<file path="config.mk">
export PLATFORM = sky130hd
export DESIGN_NAME = pwm_cuatro_bits_flat
export DESIGN_NICKNAME = d
export VERILOG_FILES = /design/src/rtl/pwm_cuatro_bits_if.sv /design/src/rtl/pwm_cuatro_bits.sv /design/src/flat_wrapper.sv
export SDC_FILE = /design/constraint.sdc
export NUM_CORES = 1
export LEC_CHECK = 0
export ABC_AREA = 1
export CAP_MARGIN = 20
export CORE_MARGIN = 4
export CORE_UTILIZATION = 56
export CTS_BUF_LIST = sky130_fd_sc_hd__clkbuf_2 sky130_fd_sc_hd__clkbuf_4 sky130_fd_sc_hd__clkbuf_8
export DETAILED_ROUTE_END_ITERATION = 7
export GPL_TIMING_DRIVEN = 1
export PLACE_DENSITY = 0.76
export SLEW_MARGIN = 10
export SYNTH_ARGS = -nofsm -noshare
export SYNTH_HDL_FRONTEND = slang
export SYNTH_SLANG_ARGS = --single-unit
export TNS_END_PERCENT = 1
</file>
<file path="constraint.sdc">
create_clock -name clk -period 2.15 [get_ports clk]
set_clock_uncertainty 0.2 [all_clocks]
set_input_delay 0.43 -clock clk [delete_from_list [all_inputs] [get_ports clk]]
set_output_delay 0.43 -clock clk [all_outputs]
set_load 0.005 [all_outputs]
</file>
<file path="src/rtl/pwm_cuatro_bits_if.sv">
// ============================================================================
// pwm_cuatro_bits_if : duty/run-control bus between the 8-to-4 stage and PWM
// Rev 1.0
// ============================================================================
`default_nettype none

interface pwm_cuatro_bits_if;
  logic       enable;
  logic [3:0] duty_in;
  logic       pwm_out;
  logic [3:0] duty_active;
  logic       period_start;

  modport master (
    output enable,
    output duty_in,
    input  pwm_out,
    input  duty_active,
    input  period_start
  );

  modport slave (
    input  enable,
    input  duty_in,
    output pwm_out,
    output duty_active,
    output period_start
  );
endinterface

`default_nettype wire

</file>
<file path="src/rtl/pwm_cuatro_bits.sv">
// ============================================================================
// pwm_cuatro_bits : 16-level PWM, 15-step period, double-buffered duty
// Rev 1.0
// ============================================================================
`default_nettype none

module pwm_cuatro_bits #(
  parameter int PRESCALE = 1000
) (
  input  logic              clk,
  input  logic              rst_n,
  pwm_cuatro_bits_if.slave  bus
);

  localparam int          c_pre_w    = (PRESCALE > 1) ? $clog2(PRESCALE) : 1;
  localparam logic [c_pre_w-1:0] c_pre_max = c_pre_w'(PRESCALE - 1);
  localparam logic [3:0]  c_step_max = 4'd14;

  logic [c_pre_w-1:0] pre_cnt_q, pre_cnt_d;
  logic [3:0]         step_cnt_q, step_cnt_d;
  logic [3:0]         duty_active_q, duty_active_d;
  logic               run_q, run_d;
  logic               period_start_q, period_start_d;

  always_ff @(posedge clk) begin
    if (!rst_n) begin
      pre_cnt_q      <= '0;
      step_cnt_q     <= '0;
      duty_active_q  <= '0;
      run_q          <= 1'b0;
      period_start_q <= 1'b0;
    end else begin
      pre_cnt_q      <= pre_cnt_d;
      step_cnt_q     <= step_cnt_d;
      duty_active_q  <= duty_active_d;
      run_q          <= run_d;
      period_start_q <= period_start_d;
    end
  end

  always_comb begin
    pre_cnt_d      = pre_cnt_q;
    step_cnt_d     = step_cnt_q;
    duty_active_d  = duty_active_q;
    run_d          = run_q;
    period_start_d = 1'b0;

    if (!bus.enable) begin
      // Idle: shadow register follows the request so a restart uses fresh duty
      pre_cnt_d     = '0;
      step_cnt_d    = '0;
      duty_active_d = bus.duty_in;
      run_d         = 1'b0;
    end else if (!run_q) begin
      run_d          = 1'b1;
      period_start_d = 1'b1;
    end else if (pre_cnt_q != c_pre_max) begin
      pre_cnt_d = pre_cnt_q + 1'b1;
    end else begin
      pre_cnt_d = '0;
      if (step_cnt_q != c_step_max) begin
        step_cnt_d = step_cnt_q + 4'd1;
      end else begin
        step_cnt_d     = '0;
        duty_active_d  = bus.duty_in;
        period_start_d = 1'b1;
      end
    end
  end

  // step_cnt never reaches 15, so duty 15 yields a constant high output
  assign bus.pwm_out      = run_q & (step_cnt_q < duty_active_q);
  assign bus.duty_active  = duty_active_q;
  assign bus.period_start = period_start_q;

endmodule

`default_nettype wire

</file>
<file path="src/flat_wrapper.sv">
// flat-port wrapper written by rule: the top's interface ports become plain ports
module pwm_cuatro_bits_flat 
#(
  parameter int PRESCALE = 1000
)
  (clk, rst_n, bus_enable, bus_duty_in, bus_pwm_out, bus_duty_active, bus_period_start);
  pwm_cuatro_bits_if bus_i ();
  input  logic clk;
  input  logic rst_n;
  input wire logic [$bits(bus_i.enable)-1:0] bus_enable;
  input wire logic [$bits(bus_i.duty_in)-1:0] bus_duty_in;
  output wire logic [$bits(bus_i.pwm_out)-1:0] bus_pwm_out;
  output wire logic [$bits(bus_i.duty_active)-1:0] bus_duty_active;
  output wire logic [$bits(bus_i.period_start)-1:0] bus_period_start;
  assign bus_i.enable = bus_enable;
  assign bus_i.duty_in = bus_duty_in;
  assign bus_pwm_out = bus_i.pwm_out;
  assign bus_duty_active = bus_i.duty_active;
  assign bus_period_start = bus_i.period_start;
  pwm_cuatro_bits #(.PRESCALE(PRESCALE)) u_core (.clk(clk), .rst_n(rst_n), .bus(bus_i));
endmodule
</file>
# [Word-level counts from Yosys, hierarchy flattened]
# Index checks and enable logic that the tools add are counted.
[word_totals] latch_bits=0 word_cells=28 n_memories=0 ramBits=0 output_inout_bits=6 mem_bits_ro=0 in_bits=7 reg_bits=20
[classes] n_reduce_logical=3 muxes=10 div_mod_pow=0 n_shift=0 bitwise=2 n_eq_ne=5 addsub=2 magnitude_cmp=1 mul=0
[ops] cell="$mux W4" n=5
[ops] cell="$add A10 B1 Y10 const B" n=1
[ops] cell="$mux W10" n=1
[ops] cell="$ne A10 B10 Y1 const B" n=1
[ops] cell="$add A4 B1 Y4 const B" n=1
[ops] cell="$lt A4 B4 Y1" n=1
[ops] cell="$mux W1" n=4
[ops] cell="$ne A2 B2 Y1 const B" n=2
[ops] cell="$ne A4 B4 Y1 const B" n=1
[ops] cell="$reduce_and A2 Y1" n=2
[ops] cell="$reduce_and A3 Y1" n=1
[ops] cell="$ne A2 B1 Y1 const B" n=1
[ops] cell="$and A1 B1 Y1" n=1
[ops] cell="$not A1 Y1" n=1

# [Logic depth before layout (Yosys ltp)]
# Gate-level depths: netlist of the first run.
[depth] word_depth=5 mapped_depth=8 mapped_depth_nobuf=8

# [Least setup slack after synthesis of the first run]
# OpenSTA, ideal clock, no wires.
[synth_path] path_kind="register -> output" from="register u_core.duty_active_q[1] (netlist: u_core.bus.duty_active[1])" to="output port bus_pwm_out" arrival_time_ps=970 path_buffers=0 required_time_ps=1520 path_stages_with_launch=8 slack_ps=550 cell_sequence="dfxtp_1 -> inv_1 -> ha_1 -> o21ai_0 -> nand2_1 -> nand3_1 -> nand2_1 -> nor2_1"
[synth_via] elab_chain_cells=2
[synth_rtl] element="from (decl)" line_no="pwm_cuatro_bits.sv:21" text="logic [3:0] duty_active_q, duty_active_d;"
[synth_rtl] element="from (signal assigned)" line_no="pwm_cuatro_bits.sv:35" text="duty_active_q <= duty_active_d;"
[synth_rtl] element="$lt A4 B4 Y1" line_no="pwm_cuatro_bits.sv:72" text="assign bus.pwm_out = run_q & (step_cnt_q < duty_active_q);"
[synth_rtl] element="$and A1 B1 Y1" line_no="pwm_cuatro_bits.sv:72"
[synth_rtl] element="to (decl)" line_no="flat_wrapper.sv:12" text="output wire logic [$bits(bus_i.pwm_out)-1:0] bus_pwm_out;"
# Every way passes these cells.

# [Worst setup path after layout of the first run]
[layout_path] from="register u_core.duty_active_q[3] (netlist: u_core.bus.duty_active[3])" to="output port bus_pwm_out"
# The elaborated chain is that of the path after synthesis.

==> results of run 1 <==
## routing by layer
layer	vias to the layer above	global-route usage, %	share of wire, %
met3	4	4.87	4.6
met4	0	8.30	1.5
li1	513	-	-
met1	440	24.6	49
met2	14	28.8	45
met5	-	0	0
## path summary, 6_finish.rpt
kind                            depth (start not counted)  slack, ns                  end                 startpoint
worst max-delay path                                    6       0.09          bus_pwm_out  u_core.bus.duty_active[3]
worst min-delay path                                    2       0.29  u_core.pre_cnt_q[7]        u_core.pre_cnt_q[7]
worst max register to register                          8       0.42  u_core.pre_cnt_q[9]        u_core.pre_cnt_q[0]
worst min register to register                          2       0.29  u_core.pre_cnt_q[7]        u_core.pre_cnt_q[7]
## power by group through the flow
stage,logic (mW),registers (mW),clock network [mW]
global route,0.0804,0.386,0.339
detailed placement,0.0711,0.392,0
global placement,0.0693,0.392,0
finish,0.0728,0.384,0.316
floorplan,0.0315,0.394,0
CTS,0.0704,0.384,0.321
## state kept, by name, indices dropped and copies added, names as in the netlist
| name | flops |
|---|---|
| u_core.bus.duty_active | 4 |
| u_core.bus.period_start | 1 |
| u_core.pre_cnt_q | 10 |
| u_core.run_q | 1 |
| u_core.step_cnt_q | 4 |
## critical path: stages, from the launching register on
cell                      delay (ns)
sky130_fd_sc_hd__dfxtp_2        0.34
sky130_fd_sc_hd__inv_1          0.10
sky130_fd_sc_hd__ha_4           0.21
sky130_fd_sc_hd__a21oi_1        0.15
sky130_fd_sc_hd__nand2_1        0.07
sky130_fd_sc_hd__nor2_1         0.12
sky130_fd_sc_hd__buf_2          0.13
## placed cells by master (no fill, tap or decap), types with 2 or more instances in the layout
cell type	count
sky130_fd_sc_hd__buf_4	6
sky130_fd_sc_hd__inv_1	16
sky130_fd_sc_hd__clkinv_1	2
sky130_fd_sc_hd__a21oi_1	14
sky130_fd_sc_hd__inv_2	3
sky130_fd_sc_hd__nand2_2	2
sky130_fd_sc_hd__nor2_1	23
sky130_fd_sc_hd__dfxtp_2	2
sky130_fd_sc_hd__nor3_1	3
sky130_fd_sc_hd__clkdlybuf4s50_1	11
sky130_fd_sc_hd__clkbuf_4	3
sky130_fd_sc_hd__ha_4	2
sky130_fd_sc_hd__dfxtp_1	18
sky130_fd_sc_hd__nand2_1	29
sky130_fd_sc_hd__nand3_1	10
sky130_fd_sc_hd__nor3_2	2
sky130_fd_sc_hd__nand4_4	2
sky130_fd_sc_hd__nand4_1	3
sky130_fd_sc_hd__ha_1	2
## area by class of cell
cell class / count / share of cell area, %
multi-input combinational: 103 / 44.8
sequential: 20 / 30.4
timing repair buffer: 18 / 12.1
inverter: 22 / 6.42
tap: 25 / 2.36
clock inverter: 1 / 2.26
clock buffer: 3 / 1.70
## repair_timing
item	4_1_cts	5_1_grt
resized for setup	6	4
setup endpoints to repair	1	1
gates cloned	0	0
setup buffers	0	0
pin swaps	0	3
## logic make-up (layout without fill, tap and decap cells)
family	Yosys count	after routing	share of synthesized area (%)
flip-flops	20	20	37.8
AND/OR/NAND/NOR	79	79	38.6
adder cells (fa/ha/maj)	4	4	4.72
XOR/XNOR	1	1	0.827
AO/OA/AOI/OAI	19	19	9.56
buffers and inverters	23	44	8.50
## cells in the mapped netlist
cell type / count
sky130_fd_sc_hd__nor2_4: 1
sky130_fd_sc_hd__nor2_1: 23
sky130_fd_sc_hd__a211oi_1: 1
sky130_fd_sc_hd__nor3_1: 3
sky130_fd_sc_hd__nor3_2: 2
sky130_fd_sc_hd__buf_2: 1
sky130_fd_sc_hd__xor2_1: 1
sky130_fd_sc_hd__o22ai_1: 1
sky130_fd_sc_hd__o21bai_1: 1
sky130_fd_sc_hd__nor3b_1: 1
sky130_fd_sc_hd__nand3_2: 1
sky130_fd_sc_hd__nand3_1: 10
sky130_fd_sc_hd__o21ai_0: 2
sky130_fd_sc_hd__inv_4: 1
sky130_fd_sc_hd__inv_2: 2
sky130_fd_sc_hd__a21oi_1: 14
sky130_fd_sc_hd__nor2_2: 1
sky130_fd_sc_hd__nand2_1: 29
sky130_fd_sc_hd__ha_1: 4
sky130_fd_sc_hd__nand4_1: 3
sky130_fd_sc_hd__dfxtp_1: 20
sky130_fd_sc_hd__nor2_8: 1
sky130_fd_sc_hd__clkinv_1: 2
sky130_fd_sc_hd__nand4_4: 2
sky130_fd_sc_hd__inv_1: 17
sky130_fd_sc_hd__nand2_2: 2
==> reports/results.ini, run 1 <==
[layout]
multiInputGateArea_sq_um=594
finalNetCount=179
layout-area-overhead-vs-synth_pct=25.1
fill_cells=151
finish.instance_area_sq_um=1330
area.sequential_sq_um=403
postLayoutCoreUtil_pct=75.2
finish.cell_count_without_fillers=192
n_antenna_cell=0
final_layout_size_suffix_gt1_share_pct=17.4

[clock_tree]
cts_hold_buffers=0
number_of_sinks_handled_by_clock_tree_synthesis=20
root_buffer=sky130_fd_sc_hd__clkbuf_4
cts_max_path_buffers=2
cts_tree=built
clk_pin_slew_ns=0.12
clock_tree.htree_level_count=1
clock_latency_late_sink_ns=0.31
cts_buffers=3

[placement]
dp_cells=188
buffers_added_on_ports=12
postPlaceCellArea_sq_um=1250
place.detailed.hpwl_mm=1.72
gp_routability_congestion=0.759
dpl_worst_slack_ns=-0.00243

[synthesis]
total_number_of_yosys_warnings=0
syn_area_sq_um=1060
synthTopCellsByArea=sky130_fd_sc_hd__dfxtp_1 38%, sky130_fd_sc_hd__nand2_1 10%, sky130_fd_sc_hd__nor2_1 8.1%
ys_seq_elements=20
synth.distinct_cells=26
post-synth-top-area-fraction_pct=37.8
yosysSeqAreaShare_pct=37.8
yosys.area.top_type=sky130_fd_sc_hd__dfxtp_1
syn-mean-instance-area_sq_um=7.26
postSynthNetCount=157
post_synth_inst_count=146

[floorplanning]
core_area_sq_um=1760
num_rows=15
die-height_microns=51.5
die-area_sq_um=2650
design.portCount=13
die-width_microns=51.5
initial_utilization_pct=60.1

[worst_setup_path]
worstPathMaxFanout=2
cp-start-kind=flop
cp.arrival_ns=1.43
criticalPathCategory=reg -> out
critical_path_required_ns=1.52
crit_path_end_kind=output pin

[sta]
report.final.slew_viol_count=0
setup_violations=0
fin_crit_ns=2.06
finalHoldWorstSlack_ns=0.291
worst-slew-pin-transition_ns=0.381
final.period_utilization_pct=95.7
maxSlewHeadroom_pct=74.5
final.setup.tns_ns=0
report.final.hold_viol_count=0
final_critical_path_setup_slack_ns=0.0925
max_freq_mhz=486

[drt]
drt-initial-drc-count=19
post_drt_wl_per_cell_microns=11.6
router_iterations_before_antenna_repair=4
ant_nets=0
via_count=971
remaining_drc_errors=0
avgViaCountPerCell=5.06
detail_route.wirelength_mm=2.22

[global_routing]
grt_antenna_before_repair=0
globalRouteOverflowTotal=0
grt_start_max_net_pins=13
first_global_vias=869
grt.total_usage_pct=18.8
first_pass_grt_wire_length_mm=3.77

[pwr]
p_switching_mw=0.168
combinationalPowerShare_pct=9.4
max_rail_drop_vdd_mv=0.412
cellInternalPower_mw=0.605
sw_frac_of_total_pct=21.7
power.share.clock_pct=40.9
power_per_cell_area_nw_per_um2=583
seq_power_share_pct=49.7
fin_total_pwr_mw=0.773
static-leakage-power_nw=0.555

[flow_run]
max-cap-violations=0

[run_status]
status=completed

[hold_path]
hold_path.class=reg -> reg

(Power assumes the default switching activity.)
==> inputs of run 2 (changes only) <==
--- a/config.mk
+++ b/config.mk
@@ -13,6 +13,7 @@
 export DETAILED_ROUTE_END_ITERATION = 7
 export GPL_TIMING_DRIVEN = 1
 export PLACE_DENSITY = 0.76
+export SETUP_SLACK_MARGIN = 0.05
 export SLEW_MARGIN = 10
 export SYNTH_ARGS = -nofsm -noshare
 export SYNTH_HDL_FRONTEND = slang
==> run 2 against run 1 <==
  * Sequential share of layout area is essentially flat
  * Clock-buffer cell count unchanged
  * Sequential cell count unchanged
  * Worst hold slack gained 0.0037 ns
  * Critical endpoint unchanged
  * Largest power group unchanged
==> reports/results.ini, run 2 (synthesis results as in run 1) <==
[pwr]
sw_frac_of_total_pct=21.6  ; was 21.7%
fin_total_pwr_mw=0.774  ; was 0.773 mW
max_rail_drop_vdd_mv=0.410  ; was 0.412 mV
static-leakage-power_nw=0.556  ; was 0.555 nW
power.share.clock_pct=40.6  ; was 40.9%
p_switching_mw=0.167  ; was 0.168 mW
seq_power_share_pct=49.7  ; about the same
power_per_cell_area_nw_per_um2=582  ; was 583 nW/um^2
cellInternalPower_mw=0.607  ; was 0.605 mW
combinationalPowerShare_pct=9.8  ; was 9.4%

[worst_setup_path]
worstPathMaxFanout=2  ; unchanged
worst_r2r_endpoint=u_core.pre_cnt_q[9]  ; unchanged
critical_path_required_ns=1.52  ; about the same
worst_path_most_repeated_cell=sky130_fd_sc_hd__nand2_1
worst_reg2reg_path_length_in_cells=8  ; unchanged
criticalPathCategory=reg -> out  ; unchanged
cp_top_family=flip-flops  ; unchanged
worst_path_largest_cell_delay_ns=0.35  ; was 0.34 ns
crit_path_end_kind=output pin  ; unchanged
reg2reg_setup_slack_ns=0.42  ; about the same
critPathBufInv=2  ; unchanged
critical_path.cell_chain=inv_2 -> ha_4 -> o21ai_2 -> nand2_1 -> nand3_1 -> nand2_1 -> nor2_1 -> buf_2  ; was inv_1 -> ha_4 -> a21oi_1 -> nand2_1 -> nor2_1 -> buf_2
cp-start-kind=flop  ; unchanged
timing.rr.start=u_core.pre_cnt_q[0]  ; unchanged
critPathSlowestCell=sky130_fd_sc_hd__dfxtp_2  ; unchanged
cp.arrival_ns=1.43  ; about the same

[sta]
maxSlewHeadroom_pct=74.4  ; was 74.5%
report.final.slew_viol_count=0  ; unchanged
worst-slew-pin-transition_ns=0.382  ; was 0.381 ns
max_freq_mhz=486  ; about the same
report.final.hold_viol_count=0  ; unchanged
fin_crit_ns=2.06  ; about the same
final.period_utilization_pct=95.7  ; about the same
finalHoldWorstSlack_ns=0.294  ; was 0.291 ns
setup_violations=0  ; unchanged

[clock_tree]
clock_tree.htree_level_count=1  ; unchanged
cts_tree=built  ; unchanged
cts_hold_buffers=0  ; unchanged
number_of_sinks_handled_by_clock_tree_synthesis=20  ; unchanged
clock_latency_late_sink_ns=0.31  ; about the same
root_buffer=sky130_fd_sc_hd__clkbuf_4  ; unchanged
clk_pin_slew_ns=0.12  ; about the same
cts_max_path_buffers=2  ; unchanged
post_cts_buffers=0  ; unchanged
cts_buffers=3  ; unchanged

[layout]
final_layout_size_suffix_gt1_share_pct=19.2  ; was 17.4%
fill_cells=148  ; was 151
mostFrequentLayoutCells=29 x sky130_fd_sc_hd__nand2_1, 23 x sky130_fd_sc_hd__nor2_1, 17 x sky130_fd_sc_hd__dfxtp_1, 15 x sky130_fd_sc_hd__inv_1, 14 x sky130_fd_sc_hd__a21oi_1  ; was 29 x sky130_fd_sc_hd__nand2_1, 23 x sky130_fd_sc_hd__nor2_1, 18 x sky130_fd_sc_hd__dfxtp_1, 16 x sky130_fd_sc_hd__inv_1, 14 x sky130_fd_sc_hd__a21oi_1
layout-area-overhead-vs-synth_pct=25.6  ; was 25.1%
finish.instance_area_sq_um=1330  ; about the same
top_register=u_core.pre_cnt_q  ; unchanged
n_antenna_cell=0  ; unchanged
largest_register_ffs=10  ; unchanged
leading_cell_type_in_the_layout_fill_and_taps_excluded=sky130_fd_sc_hd__nand2_1  ; unchanged
finalNetCount=179  ; unchanged
finish.cell_count_without_fillers=192  ; unchanged
postLayoutCoreUtil_pct=75.5  ; was 75.2%

[global_routing]
first_pass_grt_wire_length_mm=3.77  ; unchanged
grt_antenna_before_repair=0  ; unchanged
grt.total_usage_pct=18.8  ; unchanged
grt_start_max_net_pins=13  ; unchanged
first_global_vias=869  ; unchanged
globalRouteOverflowTotal=0  ; unchanged

[floorplanning]
die-height_microns=51.5  ; unchanged
initial_utilization_pct=60.1  ; unchanged
num_rows=15  ; unchanged
design.portCount=13  ; unchanged
die-width_microns=51.5  ; unchanged
core_area_sq_um=1760  ; unchanged
die-area_sq_um=2650  ; unchanged

[drt]
remaining_drc_errors=0  ; unchanged
avgViaCountPerCell=5.15  ; was 5.06
router_iterations_before_antenna_repair=4  ; unchanged
drt-initial-drc-count=20  ; was 19
post_drt_wl_per_cell_microns=12.0  ; was 11.6 microns
detail_route.wirelength_mm=2.30  ; was 2.22 mm
via_count=989  ; was 971
ant_nets=0  ; unchanged

[flow_run]
max-cap-violations=0  ; unchanged

[hold_path]
holdCritStartpoint=u_core.pre_cnt_q[7]  ; unchanged
worstHoldPathCells=2  ; unchanged
hold_path_end=u_core.pre_cnt_q[7]  ; unchanged
hold_path.class=reg -> reg  ; unchanged

[placement]
buffers_added_on_ports=12  ; unchanged
gp_routability_congestion=0.759  ; unchanged
dp_cells=188  ; unchanged
postPlaceCellArea_sq_um=1250  ; unchanged
place.detailed.hpwl_mm=1.72  ; unchanged

[run_status]
status=completed  ; unchanged

run 2: cell counts in the layout (fill, tap and decap cells not counted):
Identical to the previous run, type by type.
run 2: area by class of cell:
type / count / area, sq um / area share [%]
clock buffer: 3 / 22.5 / 1.69
clock inverter: 1 / 30.0 / 2.26
multi-input combinational: 103 / 598 / 44.9
tap: 25 / 31.3 / 2.35
inverter: 22 / 85.1 / 6.39
timing repair buffer: 18 / 160 / 12.0
sequential: 20 / 404 / 30.4
run 2: worst reg2reg max path: stages (launching register included):
cell and delay, ns:
sky130_fd_sc_hd__dfxtp_1 0.40, sky130_fd_sc_hd__ha_1 0.21, sky130_fd_sc_hd__nand2_2 0.12, sky130_fd_sc_hd__nor2_2 0.19, sky130_fd_sc_hd__nand4_4 0.16, sky130_fd_sc_hd__nand2_2 0.21, sky130_fd_sc_hd__inv_2 0.05, sky130_fd_sc_hd__nand2_1 0.06
sky130_fd_sc_hd__nor2_1 0.04
run 2: stage by stage:
step                      setup WS, ns  TNS (ns)
after floorplan                  0.550         0
after detailed placement      -0.00243  -0.00243
after CTS                       0.0546         0
after global placement          0.0762         0
final                           0.0932         0
after global routing           -0.0547   -0.0547
run 2: timing repair:
item / CTS / global route
setup endpoints to repair: 1 / 1
gates resized for setup: 6 / 7
pin swaps: 0 / 3
run 2: worst max-delay path by stage:
stage	startpoint	end	cells past startpoint
after global routing	u_core.bus.duty_active[1]	bus_pwm_out	8
after detailed placement	u_core.bus.duty_active[1]	bus_pwm_out	8
after CTS	u_core.bus.duty_active[1]	bus_pwm_out	8
final	u_core.bus.duty_active[1]	bus_pwm_out	8
after floorplan	u_core.bus.duty_active[1]	bus_pwm_out	7
after global placement	u_core.bus.duty_active[1]	bus_pwm_out	8
run 2: metal layers:
metal / vias up / global-route usage, % / part of all wire (%)
li1: 515 / - / -
met1: 456 / 24.6 / 46
met2: 16 / 28.8 / 48
met3: 2 / 4.87 / 4.7
met4: 0 / 8.30 / 0.57
met5: - / 0 / 0
run 2: power by group through the flow:
stage / Combinational [mW] / Clock [mW] / Sequential (mW)
floorplan: 0.0315 / 0 / 0.394
global placement: 0.0693 / 0 / 0.392
detailed placement: 0.0711 / 0 / 0.392
CTS: 0.0704 / 0.321 / 0.384
global route: 0.0833 / 0.339 / 0.386
finish: 0.0755 / 0.314 / 0.385
